--- src/rtl/uart_rx.sv ---
// UART receiver: 16x-oversampled 8N1 frame recovery into a one-entry holding register.
// Optional UART_RX_MAJORITY_EN: 2-of-3 majority vote over the three ticks ending at each bit centre.
module uart_rx #(
   parameter int OVERSAMPLE  = 16,
   parameter int SYNC_STAGES = 2
) (
   input  logic       clk,
   input  logic       rst_n,
   input  logic       sample_tick,
   input  logic       rx,
   input  logic       rd,
   output logic [7:0] data,
   output logic       valid,
   output logic       frame_err,
   output logic       overrun,
   output logic       busy
);

   localparam int TW = (OVERSAMPLE > 2) ? $clog2(OVERSAMPLE) : 1;
   localparam logic [TW-1:0] TICK_ZERO = {TW{1'b0}};
   localparam logic [TW-1:0] TICK_ONE  = TW'(1);
   localparam logic [TW-1:0] TICK_MID  = TW'(OVERSAMPLE / 2 - 1);
   localparam logic [TW-1:0] TICK_END  = TW'(OVERSAMPLE - 1);

   typedef enum logic [2:0] {
      ST_IDLE  = 3'd0,
      ST_START = 3'd1,
      ST_DATA  = 3'd2,
      ST_STOP  = 3'd3,
      ST_BREAK = 3'd4
   } state_t;

   state_t                 state_r, next_state_s;
   logic [SYNC_STAGES-1:0] sync_r;
   logic [TW-1:0]          tick_cnt_r, tick_cnt_nxt_s;
   logic [2:0]             bit_cnt_r, bit_cnt_nxt_s;
   logic [7:0]             shift_r, shift_nxt_s;
   logic [7:0]             data_r;
   logic                   valid_r, frame_err_r, overrun_r, busy_r;
   logic                   rxs_s, bit_s, commit_s;

   assign rxs_s     = sync_r[SYNC_STAGES-1];
   assign data      = data_r;
   assign valid     = valid_r;
   assign frame_err = frame_err_r;
   assign overrun   = overrun_r;
   assign busy      = busy_r;

   // Input synchronizer, preset high so the line reads idle out of reset.
   always_ff @(posedge clk or negedge rst_n) begin
      if (!rst_n) begin
         sync_r <= {SYNC_STAGES{1'b1}};
      end else begin
         sync_r <= {sync_r[SYNC_STAGES-2:0], rx};
      end
   end

`ifdef UART_RX_MAJORITY_EN
   logic [1:0] hist_r;

   function automatic logic maj3(input logic a, input logic b, input logic c);
      return (a & b) | (a & c) | (b & c);
   endfunction

   // Two previous tick samples; with the current one they span the ticks ending at the centre.
   always_ff @(posedge clk or negedge rst_n) begin
      if (!rst_n) begin
         hist_r <= 2'b11;
      end else if (sample_tick) begin
         hist_r <= {hist_r[0], rxs_s};
      end else begin
         hist_r <= hist_r;
      end
   end

   assign bit_s = maj3(hist_r[1], hist_r[0], rxs_s);
`else
   assign bit_s = rxs_s;
`endif

   // Next-state, counter and shift-register decode; everything advances only on a tick.
   always_comb begin
      next_state_s   = state_r;
      tick_cnt_nxt_s = tick_cnt_r;
      bit_cnt_nxt_s  = bit_cnt_r;
      shift_nxt_s    = shift_r;
      commit_s       = 1'b0;
      if (sample_tick) begin
         case (state_r)
            ST_IDLE: begin
               if (!rxs_s) begin
                  next_state_s   = ST_START;
                  tick_cnt_nxt_s = TICK_ZERO;
               end else begin
                  next_state_s = ST_IDLE;
               end
            end
            ST_START: begin
               if (tick_cnt_r == TICK_MID) begin
                  tick_cnt_nxt_s = TICK_ZERO;
                  bit_cnt_nxt_s  = 3'd0;
                  next_state_s   = bit_s ? ST_IDLE : ST_DATA;
               end else begin
                  tick_cnt_nxt_s = tick_cnt_r + TICK_ONE;
               end
            end
            ST_DATA: begin
               if (tick_cnt_r == TICK_END) begin
                  shift_nxt_s    = {bit_s, shift_r[7:1]};
                  tick_cnt_nxt_s = TICK_ZERO;
                  bit_cnt_nxt_s  = bit_cnt_r + 3'd1;
                  if (bit_cnt_r == 3'd7) begin
                     next_state_s = ST_STOP;
                  end else begin
                     next_state_s = ST_DATA;
                  end
               end else begin
                  tick_cnt_nxt_s = tick_cnt_r + TICK_ONE;
               end
            end
            ST_STOP: begin
               if (tick_cnt_r == TICK_END) begin
                  commit_s       = 1'b1;
                  tick_cnt_nxt_s = TICK_ZERO;
                  next_state_s   = bit_s ? ST_IDLE : ST_BREAK;
               end else begin
                  tick_cnt_nxt_s = tick_cnt_r + TICK_ONE;
               end
            end
            ST_BREAK: begin
               // A held-low line must go high before another start can be seen.
               if (rxs_s) begin
                  next_state_s = ST_IDLE;
               end else begin
                  next_state_s = ST_BREAK;
               end
            end
            default: begin
               next_state_s   = ST_IDLE;
               tick_cnt_nxt_s = TICK_ZERO;
               bit_cnt_nxt_s  = 3'd0;
            end
         endcase
      end else begin
         next_state_s = state_r;
      end
   end

   // FSM state, counters and shift register; busy tracks the state being entered.
   always_ff @(posedge clk or negedge rst_n) begin
      if (!rst_n) begin
         state_r    <= ST_IDLE;
         tick_cnt_r <= TICK_ZERO;
         bit_cnt_r  <= 3'd0;
         shift_r    <= 8'h00;
         busy_r     <= 1'b0;
      end else begin
         state_r    <= next_state_s;
         tick_cnt_r <= tick_cnt_nxt_s;
         bit_cnt_r  <= bit_cnt_nxt_s;
         shift_r    <= shift_nxt_s;
         busy_r     <= (next_state_s != ST_IDLE);
      end
   end

   // Holding register and status; a commit takes priority over a same-edge read.
   always_ff @(posedge clk or negedge rst_n) begin
      if (!rst_n) begin
         data_r      <= 8'h00;
         valid_r     <= 1'b0;
         frame_err_r <= 1'b0;
         overrun_r   <= 1'b0;
      end else if (commit_s) begin
         data_r      <= shift_r;
         valid_r     <= 1'b1;
         frame_err_r <= ~bit_s;
         overrun_r   <= overrun_r | (valid_r & ~rd);
      end else if (rd && valid_r) begin
         data_r      <= data_r;
         valid_r     <= 1'b0;
         frame_err_r <= 1'b0;
         overrun_r   <= 1'b0;
      end else begin
         data_r      <= data_r;
         valid_r     <= valid_r;
         frame_err_r <= frame_err_r;
         overrun_r   <= overrun_r;
      end
   end

endmodule

--- config.mk ---
export PLATFORM = sky130hd
export DESIGN_NAME = uart_rx
export DESIGN_NICKNAME = d
export VERILOG_FILES = /design/src/rtl/uart_rx.sv
export SDC_FILE = /design/constraint.sdc
export NUM_CORES = 1
export LEC_CHECK = 0
export CORE_MARGIN = 8
export CORE_UTILIZATION = 43
export DETAILED_ROUTE_END_ITERATION = 10
export HOLD_SLACK_MARGIN = 0.02
export SLEW_MARGIN = 15
export SYNTH_ARGS = -nofsm -noshare
export SYNTH_HDL_FRONTEND = slang
export SYNTH_SLANG_ARGS = --single-unit
export TNS_END_PERCENT = 5
--- constraint.sdc ---
create_clock -name clk -period 3.82 [get_ports clk]
set_clock_uncertainty 0.2 [all_clocks]
set_input_delay 0.764 -clock clk [delete_from_list [all_inputs] [get_ports clk]]
set_output_delay 0.764 -clock clk [all_outputs]
set_load 0.02 [all_outputs]
# --- Yosys cells after proc, flatten, opt, wreduce, memory -nomap -nowiden ---
# Cells that the tools add are included.
op_classes:
  n_reduce_logical: 9
  bitwise_logic: 6
  n_eq_ne: 10
  mul: 0
  shift: 0
  div: 0
  n_mux: 23
  magnitude_cmp: 0
  add_sub_neg: 2
ops:
  columns: ["cell", "count"]
  rows:
  - ["$mux 3", 7]
  - ["$pmux 4 s4", 1]
  - ["$pmux 3 s5", 1]
  - ["$mux 4", 3]
  - ["$mux 1", 9]
  - ["$pmux 3 s3", 1]
  - ["$eq 3x2->1 const B", 2]
  - ["$eq 3x3->1 const B", 2]
  - ["$ne 2x2->1 const B", 3]
  - ["$reduce_and 3->1", 2]
  - ["$add 4x1->4 const B", 1]
  - ["$eq 4x3->1 const B", 1]
  - ["$eq 4x4->1 const B", 1]
  - ["$not 1->1", 4]
  - ["$reduce_and 4->1", 1]
  - ["$add 3x1->3 const B", 1]
  - ["$eq 3x1->1 const B", 1]
  - ["$logic_not 3->1", 1]
  - ["$reduce_bool 3->1", 1]
  - ["$reduce_or 3->1", 1]
  - ["$mux 2", 1]
  - ["$reduce_bool 2->1", 1]
  - ["$reduce_or 2->1", 1]
  - ["$and 1x1->1", 1]
  - ["2 further kinds", 2]
totals:
  mem_bits_rw: 0
  ff_bits: 32
  n_memories: 0
  latchBits: 0
  romBits: 0
  output_inout_bits: 12

# --- Depth between registers and ports, before layout ---
# Gate-level depths: netlist (run 1).
depth:
  depth_word: 6
  mapped_depth: 6

# --- Worst setup path after synthesis (run 1) ---
# No wires, ideal clock.
synth_timing:
  path_kind: "in2reg"
  from: "in sample_tick"
  to: "reg shift_r[0]"
  path_stages: 3
  t_required_ns: 3.495
  slack_ns: 1.942
  arrival_time_ns: 1.553
  path_buffers: 0
  path_cell_list: "nand4_1 > nor2_2 > mux2_2"
synth_between:
  elab_chain_cells: 1
synth_lines:
  columns: ["item", "line_no", "text"]
  rows:
  - ["start, declared", "9", "input logic sample_tick,"]
  - ["$reduce_and 3->1 (no line)", null, null]
  - ["end signal, assigned", "161", "shift_r <= shift_nxt_s;"]
  - ["end, declared", "37", "logic [7:0] shift_r, shift_nxt_s;"]
# No other way between the ends.
# A chain may end at the register's enable or synchronous reset.

# --- Worst setup path in the final report (run 1) ---
layout_timing:
  from: "in sample_tick"
  to: "reg overrun_r (netlist: overrun)"
layout_between:
  elab_chain_cells: 2
layout_lines:
  columns: ["item", "line_no", "text"]
  rows:
  - ["$mux 1 (*)", "88", "if (sample_tick) begin"]
  - ["$mux 1 or $reduce_bool 2->1 (tied branches)", null, null]
  - ["end signal, assigned", "177", "overrun_r <= overrun_r | (valid_r & ~rd);"]
  - ["end signal, assigned", "187", "overrun_r <= overrun_r;"]
  - ["end, declared", "39", "logic valid_r, frame_err_r, overrun_r, busy_r;"]
# Mark *: on every way between the ends. The rest lies on a longest branch, timed or not.

==> flow_summary.yaml, run 1 <==
status:
  outcome: "finished clean"
final_layout:
  final_nets: 163
  post-route-cell-area_um2: 1690
  layout-drive-gt1-share: 0.167
  num_antenna_cells: 0
  synthToLayoutAreaGrowth_pct: 16.8
power_and_ir_drop:
  power.leakage_nw: 0.788
  power.share.combinational: 0.160
  power_report.internal_total_w: 0.000492
  p_clk_frac: 0.266
  net-switching-power_w: 0.000214
  power_per_cell_area_nw_per_um2: 417
  power.ir.vdd_worst_mv: 0.243
  seqPwrFrac: 0.574
  swShare: 0.303
synth:
  synthesis.instances: 137
  ys.warnings.count: 0
  postSynth.asyncResetShare: 1.00
  postSynthNetCount: 145
  post_synth_instance_area_um2: 1450
  seq_area_frac_synth: 0.555
  synth.lib_cells_used.distinct: 37
  synthFlopType: "sky130_fd_sc_hd__dfrtp_1"
  synth_enable_flop_cells: 0
  avgSynthCellArea_um2: 10.6
  synth-seq-cells: 32
critical_path:
  timing.critical_path.slowest_stage_cell: "sky130_fd_sc_hd__clkdlybuf4s50_1"
  crit_required_ps: 3880
  cp_slowest_stage_delay_ps: 610
  worstRegToRegCells: 4
  timing_worst_setup_path_type: "input port to flip-flop"
  critical_path.reg2reg.startpoint: "state_r[2]"
  critPathLaunchType: "input port"
  rrSetupSlack_ps: 1760
  cp_cell_sequence: "clkdlybuf4s50_1 > nand4_1 > nor2_1 > a21oi_1 > o21ai_0"
  r2r-end: "shift_r[0]"
  worst_ep_arrival_time_ps: 2390
  worst_setup_path_end_kind: "flip-flop"
  worst-path-max-fanout: 10
clock_tree:
  tritoncts: "built"
  clock_insertion_delay_worst_skew_ps: 330
  clock_tree.buffer_depth: 2
  cts_sinks: 32
  root_buffer_cell: "sky130_fd_sc_hd__clkbuf_4"
  cts_hold_buf: 0
  ctsHtreeMaxLevel: 2
  cts_setup_buffers: 0
  clk_transition_reported_paths_ps: 100
  ctsResizeCount: 0
  cts_made_buffers: 5
detailed_routing:
  finalWirelength_um: 2730
  router_iterations_before_antenna_repair: 4
  post_drt_via_cell_ratio: 5.19
  routed_wire_length_per_instance_um: 13.5
  detailedRoute.firstIterationViolations: 59
  vias: 1048
  final_antenna_net_count: 0
  drcViolationCount: 0
floorplanning:
  core_region_area_um2: 3280
  initial_core_utilization: 0.441
  die_h_um: 74.0
  number_of_top_level_pins: 17
  die_width_um: 74.0
  rows: 21
  design.die.area_um2: 5480
place:
  routabilityCongestion: 0.824
  post_dp_area_um2: 1630
  post-dp-hpwl_um: 1940
  place.port_buffers: 16
hold_path:
  min_to: "sync_r[1]"
  worst_hold_path_type: "flip-flop to flip-flop"
  min_from: "sync_r[0]"
  hold_depth: 0
global_route:
  vias_in_the_first_global_route: 1056
  grt_remaining_overflow: 0
  gr_util_all_layers: 0.115
  grt_max_degree: 33
  first_pass_grt_wire_length_um: 4800
  antenna_found_initial: 0
timing:
  final.period_utilization: 0.611
  final.min_clock_period_ps: 2330
  number_of_setup_violations_in_the_final_report: 0
  drv_slew: 0
  timing.slew.headroom: 0.580
  max_freq_ghz: 0.428
  worst-slew-pin-transition_ps: 627
  rsz0062_at_grt: "false"
  finalHoldViolations: 0
  finalSetupTns_ps: 0
run:
  drv.max_cap_violation_count: 0
-- final cells by class --
type	count	area [um2]
Multi-Input combinational cell	94	587
Timing Repair Buffer	17	168
Clock inverter	3	18.8
Tap cell	46	57.6
Sequential cell	32	803
Clock buffer	5	37.5
Inverter	5	18.8
Fill cell	324	1590
-- metal layers --
metal  global-route usage  wire, um  vias up
met5                    0         0        -
met1                0.129      1200      515
met4               0.0466        48        0
met2                0.187      1360       16
met3               0.0499       123        6
li1                     -         -      511
-- state kept, by name, summed over array words and instances, names as in the netlist --
| name | flops |
|---|---|
| valid | 1 |
| sync_r | 2 |
| shift_r | 8 |
| data | 8 |
| bit_cnt_r | 3 |
| tick_cnt_r | 4 |
| busy | 1 |
| state_r | 3 |
| frame_err | 1 |
| overrun | 1 |
-- cell families (layout without fill, tap and decap cells) --
group	count (synthesis)	after routing	synth area share
flip-flops	32	32	0.555
AO/OA/AOI/OAI	21	21	0.0890
adder cells (fa/ha/maj)	3	3	0.0259
XOR/XNOR	1	1	0.00605
buffers and inverters	11	30	0.0398
multiplexers	12	12	0.0916
AND/OR/NAND/NOR	57	57	0.193
-- through the flow --
step,instances,hold WS (ps),setup WS [ps],total power [W],util
final,202,163,1490,0.000705,0.515
after global routing,202,167,1330,0.000751,0.515
after CTS,202,164,1460,0.000720,0.515
after detailed placement,194,149,1130,0.000527,0.498
after global placement,194,147,1180,0.000519,0.498
after floorplan,137,145,1940,0.000489,-
-- layout by cell type, fill, tap and decap left out, types with 2 or more instances in the layout --
cell type,count
sky130_fd_sc_hd__a21oi_1,2
sky130_fd_sc_hd__inv_1,5
sky130_fd_sc_hd__nand3_1,3
sky130_fd_sc_hd__nor3_1,2
sky130_fd_sc_hd__nor2_1,6
sky130_fd_sc_hd__o21ai_0,11
sky130_fd_sc_hd__ha_1,3
sky130_fd_sc_hd__mux2_2,10
sky130_fd_sc_hd__o31ai_1,2
sky130_fd_sc_hd__clkdlybuf4s50_1,16
sky130_fd_sc_hd__dfstp_2,2
sky130_fd_sc_hd__clkinv_2,2
sky130_fd_sc_hd__dfrtp_1,30
sky130_fd_sc_hd__nand3b_1,2
sky130_fd_sc_hd__mux2i_1,2
sky130_fd_sc_hd__or2_2,2
sky130_fd_sc_hd__nand2_1,30
sky130_fd_sc_hd__clkbuf_4,5
sky130_fd_sc_hd__or4b_1,2
-- power groups by stage --
stage	Combinational (W)	Sequential (W)	Clock, W
after floorplan	0.0000954	0.000394	0
after global placement	0.000110	0.000409	0
after detailed placement	0.000115	0.000412	0
after CTS	0.000116	0.000405	0.000200
after global routing	0.000128	0.000410	0.000213
final	0.000113	0.000405	0.000188
-- worst max path at each step --
stage	cells after the start	to	start	slack, ps
6_report	5	overrun	sample_tick	1490
5_1_grt	5	overrun	sample_tick	1330
4_1_cts	1	valid	valid	1460
3_5_place_dp	5	overrun	sample_tick	1130
3_3_place_gp	4	shift_r[3]	sample_tick	1180
2_1_floorplan	3	shift_r[0]	sample_tick	1940
-- cell usage after synthesis (3+ instances only) --
library cell              number  area (um2)
sky130_fd_sc_hd__ha_1          3        37.5
sky130_fd_sc_hd__dfrtp_1      30         751
sky130_fd_sc_hd__inv_1         5        18.8
sky130_fd_sc_hd__mux2_2       10         113
sky130_fd_sc_hd__nand2_1      30         113
sky130_fd_sc_hd__o21ai_0      11        55.1
sky130_fd_sc_hd__nor2_1        6        22.5
sky130_fd_sc_hd__nand3_1       3        15.0
-- worst max-delay path, delay by kind of cell --
kind | cells | cell delay [ps]
buffers and inverters | 1 | 610
AOI/OAI and AO/OA | 2 | 290
and+or+nand+nor | 2 | 720
(Power assumes the default switching activity.)
==> run 2: changes to the inputs <==
- PLACE_DENSITY: unset -> 0.66
- clock period: 3.82 -> 1.9 ns (I/O delays scaled with it)
==> run 2 against run 1 <==
Effect of this change:
- routed wire length up 7.5%
- largest power group unchanged
- critical endpoint is now bit_cnt_r[0]
- die area is the same
- power rose by 130%
- first-iteration DRC count fell by 31%
==> flow_summary.yaml, run 2 (synthesis gave the netlist of run 1 again) <==
detailed_routing:
  drcViolationCount: 0
  router_iterations_before_antenna_repair: 4
  post_drt_via_cell_ratio: 5.22
  final_antenna_net_count: 0
  routed_wire_length_per_instance_um: 13.7
  finalWirelength_um: 2940
  vias: 1118
  detailedRoute.firstIterationViolations: 41
global_route:
  gr_util_all_layers: 0.123
  vias_in_the_first_global_route: 1176
  grt_remaining_overflow: 0
  first_pass_grt_wire_length_um: 5170
  grt_max_degree: 33
  antenna_found_initial: 0
critical_path:
  crit_required_ps: 1920
  cp_slowest_stage_delay_ps: 490
  critPathLaunchType: "flip-flop"
  timing.critical_path.slowest_stage_cell: "sky130_fd_sc_hd__dfrtp_1"
  cp_cell_sequence: "xnor2_1 > a311o_1 > nand4b_1 > mux2_2"
  critical_path_buf_inv_count: 0
  critPathLaunch: "tick_cnt_r[3]"
  worst-path-max-fanout: 7
  timing_worst_setup_path_type: "flip-flop to flip-flop"
  critical_path.reg2reg.startpoint: "tick_cnt_r[3]"
  worst_setup_path_end_kind: "flip-flop"
  crit_family: "flip-flops"
  worst_ep_arrival_time_ps: 1890
final_layout:
  synthToLayoutAreaGrowth_pct: 26.6
  final_util: 0.558
  layout-drive-gt1-share: 0.238
  most_common_cell_after_layout_fill_and_taps_aside: "sky130_fd_sc_hd__nand2_1"
  num_antenna_cells: 0
  final_nets: 175
  n_fill_cell: 311
  final_cells: 214
  most-common-layout-cells: "sky130_fd_sc_hd__nand2_1, sky130_fd_sc_hd__dfrtp_1, sky130_fd_sc_hd__buf_4"
timing:
  finalHoldViolations: 0
  number_of_setup_violations_in_the_final_report: 0
  finalSetupTns_ps: 0
  max_freq_ghz: 0.536
  final.min_clock_period_ps: 1870
  timing.slew.headroom: 0.592
  drv_slew: 0
  worst-slew-pin-transition_ps: 607
  final.period_utilization: 0.983
  fin_worst_hold_slack_ps: 158
  rsz0062_at_grt: "true"
clock_tree:
  ctsHtreeMaxLevel: 2
  root_buffer_cell: "sky130_fd_sc_hd__clkbuf_4"
  cts_setup_buffers: 0
  clock_tree.buffer_depth: 2
  cts_made_buffers: 5
  clk_transition_reported_paths_ps: 100
  tritoncts: "built"
  clock_insertion_delay_worst_skew_ps: 330
  cts_sinks: 32
power_and_ir_drop:
  power.ir.vdd_worst_mv: 0.968
  power_per_cell_area_nw_per_um2: 880
  power.leakage_nw: 0.978
  total_power_w: 0.00161
status:
  outcome: "finished clean"
floorplanning:
  die_h_um: 74.0
  initial_core_utilization: 0.441
  die_width_um: 74.0
  design.die.area_um2: 5480
  rows: 21
  number_of_top_level_pins: 17
  core_region_area_um2: 3280
place:
  place_inst: 206
  routabilityCongestion: 0.848
  place.port_buffers: 16
  post-dp-hpwl_um: 2090
hold_path:
  worst_hold_path_type: "flip-flop to flip-flop"
  min_from: "sync_r[0]"
run:
  drv.max_cap_violation_count: 0
## run 2: cell count changes in the layout (fill, tap and decap cells not counted), sizes merged
cell and change:
dlygate4sd2 +6, clkdlybuf4s50 -11, dlymetal6s2s +5, clkbuf +1, bufinv +1, buf +12
clkinv -2
## run 2: power by group
part           switching, W  leakage [nW]  total [W]  internal (W)
registers         0.0000808         0.431   0.000818      0.000737
logic              0.000134         0.505   0.000288      0.000154
clock network      0.000232        0.0422   0.000508      0.000276
total              0.000447         0.978    0.00161       0.00117
## run 2: final timing paths
| kind | to | slack (ps) | cells past startpoint |
|---|---|---|---|
| max reg2reg | bit_cnt_r[0] | 30 | 4 |
| min | sync_r[1] | 160 | 0 |
| max | bit_cnt_r[0] | 30 | 4 |
| min reg2reg | sync_r[1] | 160 | 0 |
| max in group asynchronous | sync_r[1] | 1050 | 2 |
| min in group asynchronous | tick_cnt_r[0] | 190 | 2 |
## run 2: through the flow
| step | worst slack (ps) | cell area (um2) |
|---|---|---|
| 5_1_grt | -21.8 | 1830 |
| 2_1_floorplan | 68.4 | 1450 |
| 3_5_place_dp | -258 | 1740 |
| 4_1_cts | 1.05 | 1820 |
| 6_report | 33.2 | 1830 |
| 3_3_place_gp | -250 | 1740 |
## run 2: what timing repair did
action / 4_1_cts / 5_1_grt
hold buffers: 0 / 0
setup endpoints to repair: 8 / 18
gates resized for setup: 8 / 7
## run 2: area by class of cell
type                    instances  area, um2  share of cell area
flip-flops and latches         32        806               0.440
multi-input cells              94        599               0.327
repair buffers                 29        275               0.150
well taps                      46       57.6              0.0314
clock buffers                   6       41.3              0.0225
clock inverters                 2       35.0              0.0191
inverters                       5       18.8              0.0102
## run 2: worst register-to-register path, delay by kind of cell, from the launching register on
family           cells  cell delay, ps
AND/OR/NAND/NOR      1             160
AO/OA/AOI/OAI        1             390
multiplexers         1             350
XOR/XNOR             1             170
flip-flops           1             490
## run 2: per-layer routing
layer,global-route usage,vias up,wire length [um]
met4,0.0687,0,83
met3,0.0553,7,153
met2,0.199,20,1430
li1,-,536,-
met1,0.132,555,1280
met5,0,-,0
